**config.mk**
```make
export PLATFORM = sky130hd
export DESIGN_NAME = capture_scan
export DESIGN_NICKNAME = d
export VERILOG_FILES = /design/src/rtl/capture_scan.sv
export SDC_FILE = /design/constraint.sdc
export NUM_CORES = 1
export LEC_CHECK = 0
export CAP_MARGIN = 20
export CORE_MARGIN = 2
export CORE_UTILIZATION = 40
export CTS_CLUSTER_DIAMETER = 80
export DETAILED_ROUTE_END_ITERATION = 8
export GPL_TIMING_DRIVEN = 0
export HOLD_SLACK_MARGIN = 0.06
export SLEW_MARGIN = 20
export SYNTH_ARGS = -nofsm -noshare
export SYNTH_HDL_FRONTEND = slang
export SYNTH_SLANG_ARGS = --single-unit
```
**constraint.sdc**
```tcl
create_clock -name clock_i -period 3.74 [get_ports clock_i]
set_clock_uncertainty 0.05 [all_clocks]
set_input_delay 0.935 -clock clock_i [delete_from_list [all_inputs] [get_ports clock_i]]
set_output_delay 0.935 -clock clock_i [all_outputs]
set_load 0.02 [all_outputs]
```
**src/rtl/capture_scan.sv**
```systemverilog
//==============================================================================
// Module      : capture_scan
// Description : Steps the antenna select through every antenna, collects the
//               lock/phase outcome of each, and serves it on a read port.
// Revision    : 1.0 - initial release
//==============================================================================
`default_nettype none

module capture_scan #(
    parameter int AXNUM  = 24,
    parameter int SBITS  = 5,
    parameter int PBITS  = 4,
    parameter int SETTLE = 4,
    parameter int HOLD   = 3,
    parameter int BLANK  = 8,
    parameter int TBITS  = 12
) (
    input  logic               clock_i,
    input  logic               reset_i,
    input  logic               start_i,
    input  logic               abort_i,
    output logic               busy_o,
    output logic               done_o,
    output logic [SBITS-1:0]   select_o,
    output logic               restart_o,
    input  logic               locked_i,
    input  logic               invalid_i,
    input  logic [PBITS-1:0]   phase_i,
    input  logic [SBITS-1:0]   raddr_i,
    output logic [PBITS+1:0]   rdata_o,
    output logic [SBITS:0]     nlock_o
);

    localparam logic [2:0] c_st_idle    = 3'd0;
    localparam logic [2:0] c_st_select  = 3'd1;
    localparam logic [2:0] c_st_restart = 3'd2;
    localparam logic [2:0] c_st_wait    = 3'd3;
    localparam logic [2:0] c_st_store   = 3'd4;
    localparam logic [2:0] c_st_done    = 3'd5;

    localparam logic [TBITS-1:0] c_cnt_max     = '1;
    localparam logic [TBITS-1:0] c_cnt_one     = 1;
    localparam logic [TBITS-1:0] c_settle_last = TBITS'(SETTLE - 1);
    localparam logic [TBITS-1:0] c_hold_last   = TBITS'(HOLD - 1);
    localparam logic [TBITS-1:0] c_blank       = TBITS'(BLANK);
    localparam logic [SBITS-1:0] c_idx_last    = SBITS'(AXNUM - 1);
    localparam logic [SBITS-1:0] c_idx_one     = 1;
    localparam logic [SBITS:0]   c_nlock_one   = 1;

    logic [2:0]       state_q, state_d;
    logic [TBITS-1:0] cnt_q,   cnt_d;
    logic [SBITS-1:0] idx_q,   idx_d;
    logic [SBITS:0]   nlock_q, nlock_d;
    logic             fail_q,  fail_d;
    logic             lock_q,  lock_d;
    logic [PBITS-1:0] phase_q, phase_d;
    logic [PBITS+1:0] rdata_q, rdata_d;
    logic [PBITS+1:0] tbl_q [AXNUM];
    logic [PBITS+1:0] tbl_d [AXNUM];
    logic             w_wr_en;
    logic             w_sample;

    assign w_sample = (cnt_q >= c_blank);

    always_comb begin
        state_d = state_q;
        cnt_d   = cnt_q;
        idx_d   = idx_q;
        nlock_d = nlock_q;
        fail_d  = fail_q;
        lock_d  = lock_q;
        phase_d = phase_q;
        w_wr_en = 1'b0;
        case (state_q)
            c_st_idle: begin
                if (start_i && !abort_i) begin
                    state_d = c_st_select;
                    cnt_d   = '0;
                    idx_d   = '0;
                    nlock_d = '0;
                end
            end
            c_st_select: begin
                if (cnt_q == c_settle_last) begin
                    state_d = c_st_restart;
                    cnt_d   = '0;
                end else begin
                    cnt_d = cnt_q + c_cnt_one;
                end
            end
            c_st_restart: begin
                if (cnt_q == c_hold_last) begin
                    state_d = c_st_wait;
                    cnt_d   = '0;
                end else begin
                    cnt_d = cnt_q + c_cnt_one;
                end
            end
            c_st_wait: begin
                // Loss of lock outranks a lock seen in the same cycle.
                if (w_sample && invalid_i) begin
                    fail_d  = 1'b1;
                    lock_d  = 1'b0;
                    phase_d = '0;
                    state_d = c_st_store;
                end else if (w_sample && locked_i) begin
                    fail_d  = 1'b0;
                    lock_d  = 1'b1;
                    phase_d = phase_i;
                    state_d = c_st_store;
                end else if (cnt_q == c_cnt_max) begin
                    fail_d  = 1'b1;
                    lock_d  = 1'b0;
                    phase_d = '0;
                    state_d = c_st_store;
                end else begin
                    cnt_d = cnt_q + c_cnt_one;
                end
            end
            c_st_store: begin
                w_wr_en = 1'b1;
                cnt_d   = '0;
                if (lock_q) begin
                    nlock_d = nlock_q + c_nlock_one;
                end
                if (idx_q == c_idx_last) begin
                    state_d = c_st_done;
                end else begin
                    idx_d   = idx_q + c_idx_one;
                    state_d = c_st_select;
                end
            end
            c_st_done: begin
                state_d = c_st_idle;
            end
            default: begin
                state_d = c_st_idle;
            end
        endcase

        // Abort discards whatever this cycle would have committed.
        if (abort_i && (state_q != c_st_idle)) begin
            state_d = c_st_idle;
            cnt_d   = '0;
            idx_d   = idx_q;
            nlock_d = nlock_q;
            w_wr_en = 1'b0;
        end
    end

    always_comb begin
        for (int i = 0; i < AXNUM; i++) begin
            tbl_d[i] = tbl_q[i];
            if (w_wr_en && (idx_q == SBITS'(i))) begin
                tbl_d[i] = {fail_q, lock_q, phase_q};
            end
        end
    end

    // Addresses past the last antenna fall through to zero.
    always_comb begin
        rdata_d = '0;
        for (int i = 0; i < AXNUM; i++) begin
            if (raddr_i == SBITS'(i)) begin
                rdata_d = tbl_q[i];
            end
        end
    end

    always_ff @(posedge clock_i) begin
        if (reset_i) begin
            state_q <= c_st_idle;
            cnt_q   <= '0;
            idx_q   <= '0;
            nlock_q <= '0;
            fail_q  <= 1'b0;
            lock_q  <= 1'b0;
            phase_q <= '0;
            rdata_q <= '0;
            for (int i = 0; i < AXNUM; i++) begin
                tbl_q[i] <= '0;
            end
        end else begin
            state_q <= state_d;
            cnt_q   <= cnt_d;
            idx_q   <= idx_d;
            nlock_q <= nlock_d;
            fail_q  <= fail_d;
            lock_q  <= lock_d;
            phase_q <= phase_d;
            rdata_q <= rdata_d;
            for (int i = 0; i < AXNUM; i++) begin
                tbl_q[i] <= tbl_d[i];
            end
        end
    end

    assign busy_o    = (state_q != c_st_idle);
    assign done_o    = (state_q == c_st_done);
    assign restart_o = (state_q == c_st_restart);
    assign select_o  = idx_q;
    assign rdata_o   = rdata_q;
    assign nlock_o   = nlock_q;

endmodule

`default_nettype wire
```
# After elaboration in Yosys (flattened, before gate mapping)
# Memories as Yosys holds them, arrays and structs flattened.
# Index checks and enable logic that the tools add are counted.
[totals] out_inout_bits=20 ff_bits=38 input_bits=15 ram_bits=144 memories=1
[memory_table] name="tbl_q" words=24 word_bits=6 rd=24 rd_clocked_by_memory_dff=0 write_ports=24 line_no="58" rtl="logic [PBITS+1:0] tbl_q [AXNUM];"
[classes] n_eq_ne=63 order_cmp=1 add_sub_neg=3 n_bitwise=25 n_reduce_logical=42 muxes=107
[ops] cell="2-to-1 mux 6 bit" n=74
[ops] cell="equality test 5 x 4 -> 1 bit (second input constant)" n=16
[ops] cell="equality test 5 bit (second input constant)" n=16
[ops] cell="2-to-1 mux 12 bit" n=6
[ops] cell="case mux 12 bit (5 select lines)" n=1
[ops] cell="equality test 5 x 3 -> 1 bit (second input constant)" n=8
[ops] cell="logical AND 1 bit" n=28
[ops] cell="equality test 12 x 2 -> 1 bit (second input constant)" n=2
[ops] cell="OR 1 bit" n=24
[ops] cell="2-to-1 mux 3 bit" n=7
[ops] cell="equality test 5 x 2 -> 1 bit (second input constant)" n=4
[ops] cell="case mux 3 bit (5 select lines)" n=1
[ops] cell="inequality test 2 bit (second input constant)" n=7
[ops] cell="adder 12 x 1 -> 12 bit (second input constant)" n=1
[ops] cell="equality test 12 bit (second input constant)" n=1
[ops] cell="greater-or-equal comparator 12 x 4 -> 1 bit (second input constant)" n=1
[ops] cell="2-to-1 mux 4 bit" n=3
[ops] cell="case mux 6 bit (2 select lines)" n=1
[ops] cell="AND reduction 4 bit" n=3
[ops] cell="2-to-1 mux 1 bit" n=11
[ops] cell="equality test 5 x 1 -> 1 bit (second input constant)" n=2
[ops] cell="logical NOT 5 bit" n=2
[ops] cell="2-to-1 mux 5 bit" n=2
[ops] cell="case mux 5 bit (2 select lines)" n=1
[ops] cell="other kinds (16)" n=19

# Depth between registers and ports, before layout
# Gate-level depths: netlist of the first run.
[logic_depth] word_depth=25 depth_mapped=10

# Worst setup path before layout of the first run
# Ideal clock, no wire load.
[synth_path] kind="input to register" from="input abort_i" to="register nlock_q[5] (netlist: nlock_o[5])" arrival_ps=2379 path_stages=6 required_ps=3620 setup_slack_ps=1241 path_cell_list="clkbuf_1 nor3_1 nor2b_1 nand4_1 or3_1 a21oi_1"
[synth_between] elab_chain_len=4 elab_cells_between_ends=6 classes_between="1 x eq/ne; 1 x bitwise; 4 x reduce/logical"
[synth_rtl] item="start: declaration" line_no="21" rtl="input logic abort_i,"
[synth_rtl] item="logical NOT 1 bit" line_no="76" rtl="if (start_i && !abort_i) begin"
[synth_rtl] item="logical AND 1 bit" line_no="76"
[synth_rtl] item="inequality test 2 bit (no source line)"
[synth_rtl] item="AND reduction 4 bit (no source line) *"
[synth_rtl] item="end signal: assignment" line_no="187" rtl="nlock_q <= nlock_d;"
[synth_rtl] item="end: declaration" line_no="53" rtl="logic [SBITS:0] nlock_q, nlock_d;"
# Mark *: on every way between the ends. The rest lies on a longest branch, timed or not.
# A chain may end at the register's enable or synchronous reset.

# Worst setup path after layout of the first run
[layout_path] from="input raddr_i[2]" to="register rdata_q[1] (netlist: rdata_o[1])"
[layout_between] elab_chain_len=25 elab_cells_between_ends=48 classes_between="23 x eq/ne; 24 x mux; 1 x reduce/logical"
[layout_rtl] item="start: declaration" line_no="29" rtl="input logic [SBITS-1:0] raddr_i,"
[layout_rtl] item="logical NOT 5 bit" line_no="164" rtl="if (raddr_i == SBITS'(i)) begin"
[layout_rtl] item="2-to-1 mux 6 bit (23 in series)" line_no="164"
[layout_rtl] item="2-to-1 mux 6 bit *" line_no="164"
[layout_rtl] item="end signal: assignment" line_no="191" rtl="rdata_q <= rdata_d;"
[layout_rtl] item="end: declaration" line_no="57" rtl="logic [PBITS+1:0] rdata_q, rdata_d;"
# Marks and branches as above.

==> results by group, run 1 <==
Run status
  • Status: finished, violations left
  • Failing checks: negative setup slack

Worst setup path
  • Most used cell, CP: o21ai_0
  • Worst Path Required: 4.01 ns
  • Critical-path cell with the highest stage delay: a2111oi_1
  • CP endpoint kind: flop
  • Crit path largest cell delay: 0.82 ns
  • Crit path launch type: input pin
  • Top delay family on crit path: compound AO/OA/AOI/OAI gates
  • Critical-path maximum fanout: 10
  • Reg2reg start: state_q[2]
  • CP arrival: 4.07 ns
  • Critical path origin: raddr_i[2]
  • WP buf/inv: 3
  • Crit-path cells: clkdlybuf4s50_1 > clkbuf_1 > buf_2 > o21ai_0 > a2111oi_1 > o21ai_0 > a311oi_1
  • WS Path Type: input pin to flop

Synth
  • #FFs+latches synth: 182
  • Synth cell types: 63
  • Post-Syn Instances: 1042
  • Net Count, Synth: 1066
  • Cell area after synthesis: 8870 um^2
  • Seq/Total Area, Yosys: 0.411
  • Yosys warns: 0
  • Ys async rst share: 0
  • EDFF count, synth: 0
  • Prevailing post-synth register cell: dfxtp_1
  • Mean Syn Cell Area: 8.51 um^2

CTS
  • CTS Buf Count: 17
  • CTS tree: built
  • Setup bufs post-CTS: 0
  • Clock Path Buffers: 2
  • H-tree Lvls: 4
  • Worst skew pair latency: 0.45 ns
  • Worst-path clk slew: 0.07 ns
  • Clock Root Buffer: clkbuf_16
  • Hold_buf cts: 0
  • Clock Sinks: 182

Finish
  • Layout cells sized above 1: 0.0933
  • Final nets: 1115
  • Most frequent cells in the layout: 182 x dfxtp_1, 158 x nor2_1, 117 x mux2i_1, 90 x nand2_1, 80 x a21oi_1
  • FILL cells: 2200
  • Final Non-Filler Cells: 1384
  • Antenna Cells: 0
  • Most common cell after layout, fill and taps aside: dfxtp_1
  • Area Overhead vs Synth: 14.1%

Global routing
  • Largest net degree at the start of global routing: 17
  • Initial antenna violation count: 0
  • First-pass GRT wire length: 44.5 mm
  • GRT Overall Usage: 0.245
  • Vias in the first global route: 7519
  • Grt total ovfl: 0

Power and ir drop
  • Power Dens Cells: 416 nW/um^2
  • Sw frac: 0.260
  • Pleak: 4.01 nW
  • Clk pwr share: 0.443
  • Combinational power share: 0.091
  • Final Power: 4.21 mW
  • Internal power: 3.11 mW
  • NetSw: 1.10 mW
  • Sequential Power Share: 0.465
  • Maximum vdd ir drop: 0.263 mV

Routing
  • Total number of vias: 7921
  • WL final: 28.7 mm
  • DR vias/cell: 5.72
  • # DRC: 0
  • Pre-antenna DRT Iters: 5
  • Initial drt markers: 814
  • DR WL/cell: 20.7 um
  • Post-route antenna net violation count: 0

Placement
  • Placer Congestion: 0.961
  • Dpl cells: 1352
  • PortBufs: 30
  • Pre-CTS setup slack: -0.406 ns
  • Dpl hpwl: 20.3 mm

STA
  • RSZ-0062 raised after global routing: false
  • Tmin final: 3.80 ns
  • Final Worst Setup Slack: -0.0614 ns
  • Headroom to the max-slew limit: 0.428
  • Worst Tran Pin Value: 0.856 ns
  • Endpoints failing setup: 1
  • Pins Over Slew Limit: 0
  • Final period util: 1.02
  • Fmax: 263 MHz
  • Hold Violations, Final: 0

Floorplanning
  • Starting Density: 0.406
  • Die X: 153 um
  • DIE AREA: 23400 um^2
  • Core Area: 21800 um^2
  • FP Rows: 54
  • I/O Pins: 35
  • Die height: 153 um

Min path
  • HP Class: flop to flop
  • Worst min-delay path startpoint: tbl_q[2][3]

Flow run
  • MaxCap Viol Count: 0
==> registers in the layout, summed over array words and instances (netlist names) <==
name and count:
tbl_q 144, select_o 5, state_q 3, cnt_q 12
phase_q 4, fail_q 1, nlock_o 6, rdata_o 6
lock_q 1
==> cell usage after synthesis (all sizes together) (6+ instances only) <==
| library cell | number | area [um^2] |
|---|---|---|
| dfxtp | 182 | 3640 |
| nor2 | 162 | 632 |
| mux2i | 117 | 1170 |
| nand2 | 90 | 338 |
| a21oi | 80 | 400 |
| nand3 | 66 | 380 |
| clkbuf | 56 | 216 |
| o21ai | 34 | 170 |
| buf | 33 | 183 |
| nor3 | 20 | 116 |
| nand4 | 19 | 119 |
| nor2b | 14 | 87.6 |
| inv | 13 | 48.8 |
| nand2b | 13 | 81.3 |
| xor2 | 13 | 114 |
| ha | 9 | 113 |
| a31oi | 8 | 50.1 |
| mux2 | 8 | 90.1 |
| nor4 | 8 | 50.1 |
| a2111oi | 6 | 52.6 |
| a22oi | 6 | 45.0 |
==> layer usage <==
metal	global-route usage	wire length [um]
met4	0.0974	1030
met3	0.0547	1810
met2	0.383	12900
met1	0.330	12900
met5	0	0
==> path summary, 6_finish.rpt <==
check | endpoint | slack [ns] | cells past startpoint
worst max-delay path | rdata_o[1] | -0.06 | 7
worst min-delay path | tbl_q[2][3] | 0.41 | 2
worst max register to register | tbl_q[2][4] | 1.22 | 7
worst min register to register | tbl_q[2][3] | 0.41 | 2
==> worst min-delay path, cell delays in order (launching register included) <==
cell	delay (ns)
dfxtp_1	0.31
nand2_1	0.05
a21oi_1	0.05
==> logic make-up after synthesis <==
family | after synthesis | synth area share
mux | 130 | 0.155
buf+inv | 102 | 0.0505
flops | 182 | 0.411
simple gates | 422 | 0.231
fa+ha+maj | 9 | 0.0127
compound gates | 181 | 0.125
xor+xnor | 16 | 0.0158
==> metrics by stage <==
stage	area [um^2]	setup TNS [ns]	hold slack, ns	utilization
CTS	10100	0	0.407	0.463
detailed placement	9520	-0.992	0.398	0.436
global route	10100	0	0.427	0.464
global placement	9520	-1.00	0.391	0.436
floorplan	8870	0	0.382	-
finish	10100	-0.0614	0.405	0.464
==> layout make-up <==
class                           count  area (um^2)  area share
Multi-Input combinational cell    758         4780       0.473
Sequential cell                   182         3640       0.360
Clock buffer                       22          474      0.0469
Buffer                             89          400      0.0396
Tap cell                          280          350      0.0346
Timing Repair Buffer               30          300      0.0297
Clock inverter                     10          119      0.0117
Inverter                           13         48.8     0.00482
==> power groups by stage <==
| stage | clock [mW] | sequential, mW | combinational, mW |
|---|---|---|---|
| 2_1_floorplan | 0 | 2.01 | 0.239 |
| 3_3_place_gp | 0 | 2.00 | 0.375 |
| 3_5_place_dp | 0 | 2.00 | 0.374 |
| 4_1_cts | 1.88 | 1.96 | 0.375 |
| 5_1_grt | 1.95 | 1.96 | 0.416 |
| 6_report | 1.87 | 1.96 | 0.383 |
==> timing repair <==
| item | in CTS | in global routing |
|---|---|---|
| endpoints found under the hold margin | 0 | 0 |
| resized for setup | 0 | 4 |
| endpoints found under the setup margin | 0 | 2 |
Power figures use the tool's default switching activity.
==> run 2: changes to the inputs <==
--- a/config.mk
+++ b/config.mk
@@ -12,7 +12,9 @@
 export DETAILED_ROUTE_END_ITERATION = 8
 export GPL_TIMING_DRIVEN = 0
 export HOLD_SLACK_MARGIN = 0.06
+export MAX_ROUTING_LAYER = met4
 export SLEW_MARGIN = 20
 export SYNTH_ARGS = -nofsm -noshare
 export SYNTH_HDL_FRONTEND = slang
 export SYNTH_SLANG_ARGS = --single-unit
+export TNS_END_PERCENT = 20
==> run 2 against run 1 <==
The run now ends clean. Setup slack improved by 0.12 ns. Clock power about the same. Routed wire length decreased by 0.30%. Global-route usage increased by 0.64 points. Critical path depth unchanged. First-iteration DRC count decreased by 4.9%. Via count decreased by 0.32%. Fmax increased by 3.4%. Non-clock buffer count unchanged. Critical path type unchanged. Critical endpoint unchanged. Largest cell class unchanged. Largest power group unchanged. Highest routed layer unchanged.
==> results by group, run 2 (same netlist as run 1, synthesis figures left out) <==
Placement
  • PortBufs: 30 (unchanged)
  • Pre-CTS setup slack: -0.354 ns (was -0.406 ns)
  • Dpl hpwl: 20.2 mm (was 20.3 mm)
  • Placer Congestion: 0.944 (was 0.961)
  • Placed cell area: 9520 um^2 (unchanged)

Routing
  • Pre-antenna DRT Iters: 6 (was 5)
  • # DRC: 0 (unchanged)
  • Initial drt markers: 774 (was 814)
  • Post-route antenna net violation count: 0 (unchanged)
  • Total number of vias: 7896 (was 7921)
  • WL final: 28.6 mm (was 28.7 mm)
  • DR vias/cell: 5.70 (was 5.72)
  • DR WL/cell: 20.6 um (was 20.7 um)

Finish
  • Most frequent cells in the layout: 182 x dfxtp_1, 158 x nor2_1, 117 x mux2i_1, 90 x nand2_1, 80 x a21oi_1 (unchanged)
  • Largest regs: tbl_q (144), cnt_q (12) (unchanged)
  • Top reg by flops: tbl_q (unchanged)
  • Final nets: 1115 (unchanged)
  • Max reg flops: 144 (unchanged)
  • Area Overhead vs Synth: 14.0% (was 14.1%)
  • Most common cell after layout, fill and taps aside: dfxtp_1 (unchanged)
  • Layout cells sized above 1: 0.0951 (was 0.0933)
  • Finished Cell Area: 10100 um^2 (about the same)

STA
  • WHS: 0.405 ns (about the same)
  • Final period util: 0.983 (was 1.02)
  • Final Worst Setup Slack: 0.0621 ns (was -0.0614 ns)
  • RSZ-0062 raised after global routing: false (unchanged)
  • Hold Violations, Final: 0 (unchanged)
  • Headroom to the max-slew limit: 0.462 (was 0.428)
  • Pins Over Slew Limit: 0 (unchanged)
  • Fmax: 272 MHz (was 263 MHz)
  • Endpoints failing setup: 0 (was 1)
  • Worst Tran Pin Value: 0.807 ns (was 0.856 ns)
  • Tmin final: 3.68 ns (was 3.80 ns)

Floorplanning
  • DIE AREA: 23400 um^2 (unchanged)
  • Die X: 153 um (unchanged)
  • Core Area: 21800 um^2 (unchanged)
  • I/O Pins: 35 (unchanged)
  • Starting Density: 0.406 (unchanged)
  • Die height: 153 um (unchanged)
  • FP Rows: 54 (unchanged)

Global routing
  • GRT Overall Usage: 0.251 (was 0.245)
  • Vias in the first global route: 7613 (was 7519)
  • Largest net degree at the start of global routing: 17 (unchanged)
  • First-pass GRT wire length: 44.5 mm (about the same)
  • Initial antenna violation count: 1 (was 0)
  • Grt total ovfl: 0 (unchanged)

CTS
  • Worst-path clk slew: 0.07 ns (about the same)
  • Setup bufs post-CTS: 0 (unchanged)
  • Clock Sinks: 182 (unchanged)
  • Clock Path Buffers: 2 (unchanged)
  • Worst skew pair latency: 0.44 ns (was 0.45 ns)
  • Clock Root Buffer: clkbuf_16 (unchanged)
  • CTS tree: built (unchanged)
  • H-tree Lvls: 4 (unchanged)
  • CTS Buf Count: 17 (unchanged)

Worst setup path
  • CP endpoint kind: flop (unchanged)
  • Top delay family on crit path: compound AO/OA/AOI/OAI gates (unchanged)
  • WS Path Type: input pin to flop (unchanged)
  • CP arrival: 3.93 ns (was 4.07 ns)
  • WP buf/inv: 3 (unchanged)
  • Crit path launch type: input pin (unchanged)
  • Most used cell, CP: o21ai_0 (unchanged)
  • Critical-path cell with the highest stage delay: a2111oi_1 (unchanged)
  • Crit path largest cell delay: 0.74 ns (was 0.82 ns)
  • Critical R2R Capture: tbl_q[2][17] (was tbl_q[2][4])
  • Critical-path maximum fanout: 10 (unchanged)
  • Worst Path Required: 4.00 ns (was 4.01 ns)
  • Worst Reg-to-Reg Cells: 7 (unchanged)
  • Reg2reg start: state_q[2] (unchanged)
  • Crit-path cells: clkdlybuf4s50_1 > clkbuf_1 > buf_2 > o21ai_0 > a2111oi_1 > o21ai_0 > a311oi_1 (unchanged)
  • Register-to-register setup slack: 1.22 ns (about the same)
  • Crit path depth: 7 (unchanged)

Min path
  • Worst min-delay path startpoint: tbl_q[2][16] (was tbl_q[2][3])
  • Worst Hold End: tbl_q[2][16] (was tbl_q[2][3])
  • HP Class: flop to flop (unchanged)
  • Hold path depth: 2 (unchanged)

Power and ir drop
  • Final Power: 4.18 mW (was 4.21 mW)
  • Maximum vdd ir drop: 0.255 mV (was 0.263 mV)
  • Power Dens Cells: 414 nW/um^2 (was 416 nW/um^2)
  • Pleak: 4.00 nW (was 4.01 nW)

Run status
  • Status: complete, no violations (was finished, violations left)

Flow run
  • MaxCap Viol Count: 0 (unchanged)
[run 2: cell types whose count changed in the layout (fill, tap and decap cells not counted)]
| cell | previous run | this run |
|---|---|---|
| clkbuf_1 | 52 | 50 |
| clkbuf_8 | 3 | 1 |
| clkinv_2 | 2 | 3 |
| clkinv_4 | 1 | 2 |
| clkinvlp_4 | 3 | 4 |
| diode_2 | 0 | 1 |
| inv_6 | 2 | 3 |
[run 2: worst register-to-register path, delay by kind of cell (launching register included)]
kind | cells | cell delay, ns
simple gates | 5 | 1.65
flops | 1 | 0.43
buf+inv | 1 | 0.16
compound gates | 1 | 0.08
[run 2: repair_timing]
item	CTS	global route
setup endpoints to repair	0	2
gates resized for setup	0	4
hold buffers	0	0
[run 2: worst max path at each step]
| stage | from | endpoint | slack, ns |
|---|---|---|---|
| after floorplan | abort_i | nlock_o[5] | 1.24 |
| after global placement | raddr_i[2] | rdata_o[3] | -0.41 |
| final | raddr_i[2] | rdata_o[1] | 0.06 |
| after CTS | raddr_i[2] | rdata_o[3] | 0.09 |
| after detailed placement | raddr_i[2] | rdata_o[3] | -0.35 |
| after global routing | raddr_i[2] | rdata_o[1] | 0.11 |
[run 2: through the flow]
step,utilization,cells,TNS (ns)
floorplan,-,1042,0
global placement,0.436,1352,-0.999
detailed placement,0.436,1352,-0.776
CTS,0.463,1384,0
global route,0.463,1385,0
finish,0.463,1385,0
[run 2: metal layers]
metal	wire (um)	vias up	track usage
met5	0	-	-
met4	837	0	0.0904
met3	1660	66	0.0468
li1	-	3750	-
met2	13200	268	0.391
met1	12900	3812	0.329
[run 2: cell type report]
class                      count  area (um^2)
fill                        2164        11700
multi-input combinational    758         4780
sequential                   182         3640
clock buffer                  18          439
buffer                        89          400
tap                          280          350
timing repair buffer          30          300
clock inverter                14          149
inverter                      13         48.8
antenna                        1         2.50
[run 2: report_power, final]
group          internal, mW  switching, mW
registers              1.95        0.00843
clock network          1.01          0.835
logic                 0.120          0.264
==> run 3: changes to the inputs <==
--- a/config.mk
+++ b/config.mk
@@ -5,7 +5,7 @@
 export SDC_FILE = /design/constraint.sdc
 export NUM_CORES = 1
 export LEC_CHECK = 0
-export CAP_MARGIN = 20
+export CORE_ASPECT_RATIO = 0.6
 export CORE_MARGIN = 2
 export CORE_UTILIZATION = 40
 export CTS_CLUSTER_DIAMETER = 80
==> run 3 against run 2 <==
The flow now finishes with violations (negative setup slack). Final cell count is 0.43% higher. Setup slack worse by 0.14 ns. Via count is 3.5% higher. Hold slack worse by 0.0018 ns.
==> results by group, run 3 (same netlist as run 1, synthesis figures left out) <==
Floorplanning
  • I/O Pins: 35 (unchanged)
  • FP Rows: 42 (was 54)
  • Die X: 196 um (was 153 um)
  • Die height: 119 um (was 153 um)
  • Starting Density: 0.405 (was 0.406)
  • Core Area: 21900 um^2 (was 21800 um^2)
  • DIE AREA: 23400 um^2 (about the same)

Routing
  • Total number of vias: 8176 (was 7896)
  • # DRC: 0 (unchanged)
  • Post-route antenna net violation count: 0 (unchanged)
  • WL final: 30.7 mm (was 28.6 mm)
  • DR WL/cell: 22.0 um (was 20.6 um)
  • Pre-antenna DRT Iters: 6 (unchanged)
  • DR vias/cell: 5.88 (was 5.70)
  • Initial drt markers: 1101 (was 774)

Power and ir drop
  • Power Dens Cells: 420 nW/um^2 (was 414 nW/um^2)
  • Combinational power share: 0.093 (was 0.092)
  • NetSw: 1.12 mW (was 1.11 mW)
  • Maximum vdd ir drop: 0.291 mV (was 0.255 mV)
  • Internal power: 3.15 mW (was 3.08 mW)
  • Clk pwr share: 0.448 (was 0.440)
  • Sw frac: 0.262 (was 0.265)
  • Sequential Power Share: 0.459 (was 0.468)
  • Pleak: 4.01 nW (was 4.00 nW)

STA
  • Fmax: 262 MHz (was 272 MHz)
  • Final period util: 1.02 (was 0.983)
  • Worst Tran Pin Value: 0.832 ns (was 0.807 ns)
  • Pins Over Slew Limit: 0 (unchanged)
  • RSZ-0062 raised after global routing: true (was false)
  • Final Worst Setup Slack: -0.0792 ns (was 0.0621 ns)
  • Hold Violations, Final: 0 (unchanged)
  • Endpoints failing setup: 1 (was 0)
  • Tmin final: 3.82 ns (was 3.68 ns)
  • Headroom to the max-slew limit: 0.431 (was 0.462)

CTS
  • CTS tree: built (unchanged)
  • Clock Path Buffers: 2 (unchanged)
  • H-tree Lvls: 4 (unchanged)
  • Clock Sinks: 182 (unchanged)
  • Worst skew pair latency: 0.44 ns (about the same)
  • Clock Root Buffer: clkbuf_16 (unchanged)
  • Worst-path clk slew: 0.07 ns (about the same)
  • Setup bufs post-CTS: 0 (unchanged)
  • CTS Buf Count: 17 (unchanged)

Finish
  • Final nets: 1115 (unchanged)
  • Top reg by flops: tbl_q (unchanged)
  • Most frequent cells in the layout: 182 x dfxtp_1, 158 x nor2_1, 117 x mux2i_1, 90 x nand2_1, 80 x a21oi_1 (unchanged)
  • Max reg flops: 144 (unchanged)
  • Finished Cell Area: 10100 um^2 (about the same)
  • Area of the multi-input gates: 4780 um^2 (about the same)
  • Most common cell after layout, fill and taps aside: dfxtp_1 (unchanged)
  • Largest regs: tbl_q (144), cnt_q (12) (unchanged)
  • Layout cells sized above 1: 0.0933 (was 0.0951)
  • Reg area: 3640 um^2 (unchanged)
  • Final Non-Filler Cells: 1391 (was 1385)
  • Area Overhead vs Synth: 14.3% (was 14.0%)
  • FILL cells: 2146 (was 2164)

Run status
  • Failing checks: negative setup slack
  • Status: finished, violations left (was complete, no violations)

Min path
  • Worst Hold End: tbl_q[2][16] (unchanged)
  • Hold path depth: 2 (unchanged)
  • Worst min-delay path startpoint: tbl_q[2][16] (unchanged)
  • HP Class: flop to flop (unchanged)

Placement
  • Placer Congestion: 0.991 (was 0.944)
  • PortBufs: 30 (unchanged)
  • Dpl cells: 1358 (was 1352)
  • Dpl hpwl: 22.5 mm (was 20.2 mm)
  • Placed cell area: 9530 um^2 (was 9520 um^2)

Global routing
  • GRT Overall Usage: 0.275 (was 0.251)
  • First-pass GRT wire length: 46.0 mm (was 44.5 mm)
  • Largest net degree at the start of global routing: 17 (unchanged)
  • Initial antenna violation count: 1 (unchanged)
  • Vias in the first global route: 7247 (was 7613)
  • Grt total ovfl: 0 (unchanged)

Worst setup path
  • Critical R2R Capture: tbl_q[2][17] (unchanged)
  • Worst Reg-to-Reg Cells: 7 (unchanged)
  • Critical path origin: raddr_i[2] (unchanged)
  • Reg2reg start: state_q[2] (unchanged)
  • Worst Path Required: 3.97 ns (was 4.00 ns)
  • Register-to-register setup slack: 1.20 ns (was 1.22 ns)
  • CP arrival: 4.05 ns (was 3.93 ns)
  • Critical-path maximum fanout: 10 (unchanged)
  • WS Path Type: input pin to flop (unchanged)
  • Crit path launch type: input pin (unchanged)
  • CP endpoint kind: flop (unchanged)

Flow run
  • MaxCap Viol Count: 0 (unchanged)
[run 3: cell types whose count changed in the layout (fill, tap and decap cells not counted)]
cell and delta:
clkinvlp_4 -1, clkbuf_2 -1, a2111oi_1 -1, bufinv_16 +1
inv_6 +1, clkinv_4 -1, clkbuf_1 +2, clkinv_2 -1
a2111oi_0 +1
[run 3: what timing repair did]
item                                    CTS  global route
resized for setup                         0             1
endpoints found under the setup margin    0             2
hold buffers                              0             0
[run 3: per-layer routing]
metal / share of wire / vias to the layer above / track usage
met5: 0 / - / -
met4: 0.016 / 0 / 0.0705
li1: - / 3753 / -
met1: 0.50 / 3937 / 0.432
met3: 0.12 / 36 / 0.0824
met2: 0.36 / 450 / 0.324
[run 3: worst max path at each step]
| stage | slack (ns) | cells past startpoint | end |
|---|---|---|---|
| 6_report | -0.08 | 9 | rdata_o[0] |
| 5_1_grt | -0.03 | 9 | rdata_o[0] |
| 4_1_cts | 0.27 | 9 | rdata_o[0] |
| 3_5_place_dp | -0.20 | 9 | rdata_o[0] |
| 3_3_place_gp | -0.31 | 7 | rdata_o[3] |
| 2_1_floorplan | 1.24 | 6 | nlock_o[5] |
[run 3: final cells by class]
cell class,instances,share of cell area
Timing Repair Buffer,30,0.0296
Inverter,13,0.00481
Multi-Input combinational cell,758,0.471
Clock inverter,13,0.0164
Buffer,89,0.0394
Tap cell,286,0.0353
Clock buffer,19,0.0437
Antenna cell,1,0.000247
Sequential cell,182,0.359
[run 3: power by group through the flow]
| stage | combinational (mW) | clock, mW | sequential, mW |
|---|---|---|---|
| 3_5_place_dp | 0.381 | 0 | 2.00 |
| 6_report | 0.397 | 1.91 | 1.96 |
| 2_1_floorplan | 0.239 | 0 | 2.01 |
| 3_3_place_gp | 0.382 | 0 | 2.00 |
| 5_1_grt | 0.423 | 2.00 | 1.96 |
| 4_1_cts | 0.383 | 1.93 | 1.96 |
[run 3: worst max-delay path, cell delays in order]
cell	delay (ns)
clkdlybuf4s50_1	0.58
clkbuf_1	0.42
inv_1	0.14
clkbuf_1	0.31
a31oi_1	0.31
o21ai_0	0.12
a21oi_1	0.40
o31ai_1	0.26
a221oi_1	0.56
[run 3: stage by stage]
stage	total power, mW	hold slack, ns	setup slack [ns]	setup TNS, ns	util
global placement	2.38	0.391	-0.306	-0.952	0.435
global route	4.38	0.422	-0.0340	-0.0340	0.463
CTS	4.27	0.404	0.271	0	0.463
floorplan	2.24	0.382	1.24	0	-
finish	4.26	0.404	-0.0792	-0.0792	0.463
detailed placement	2.38	0.394	-0.200	-0.655	0.435
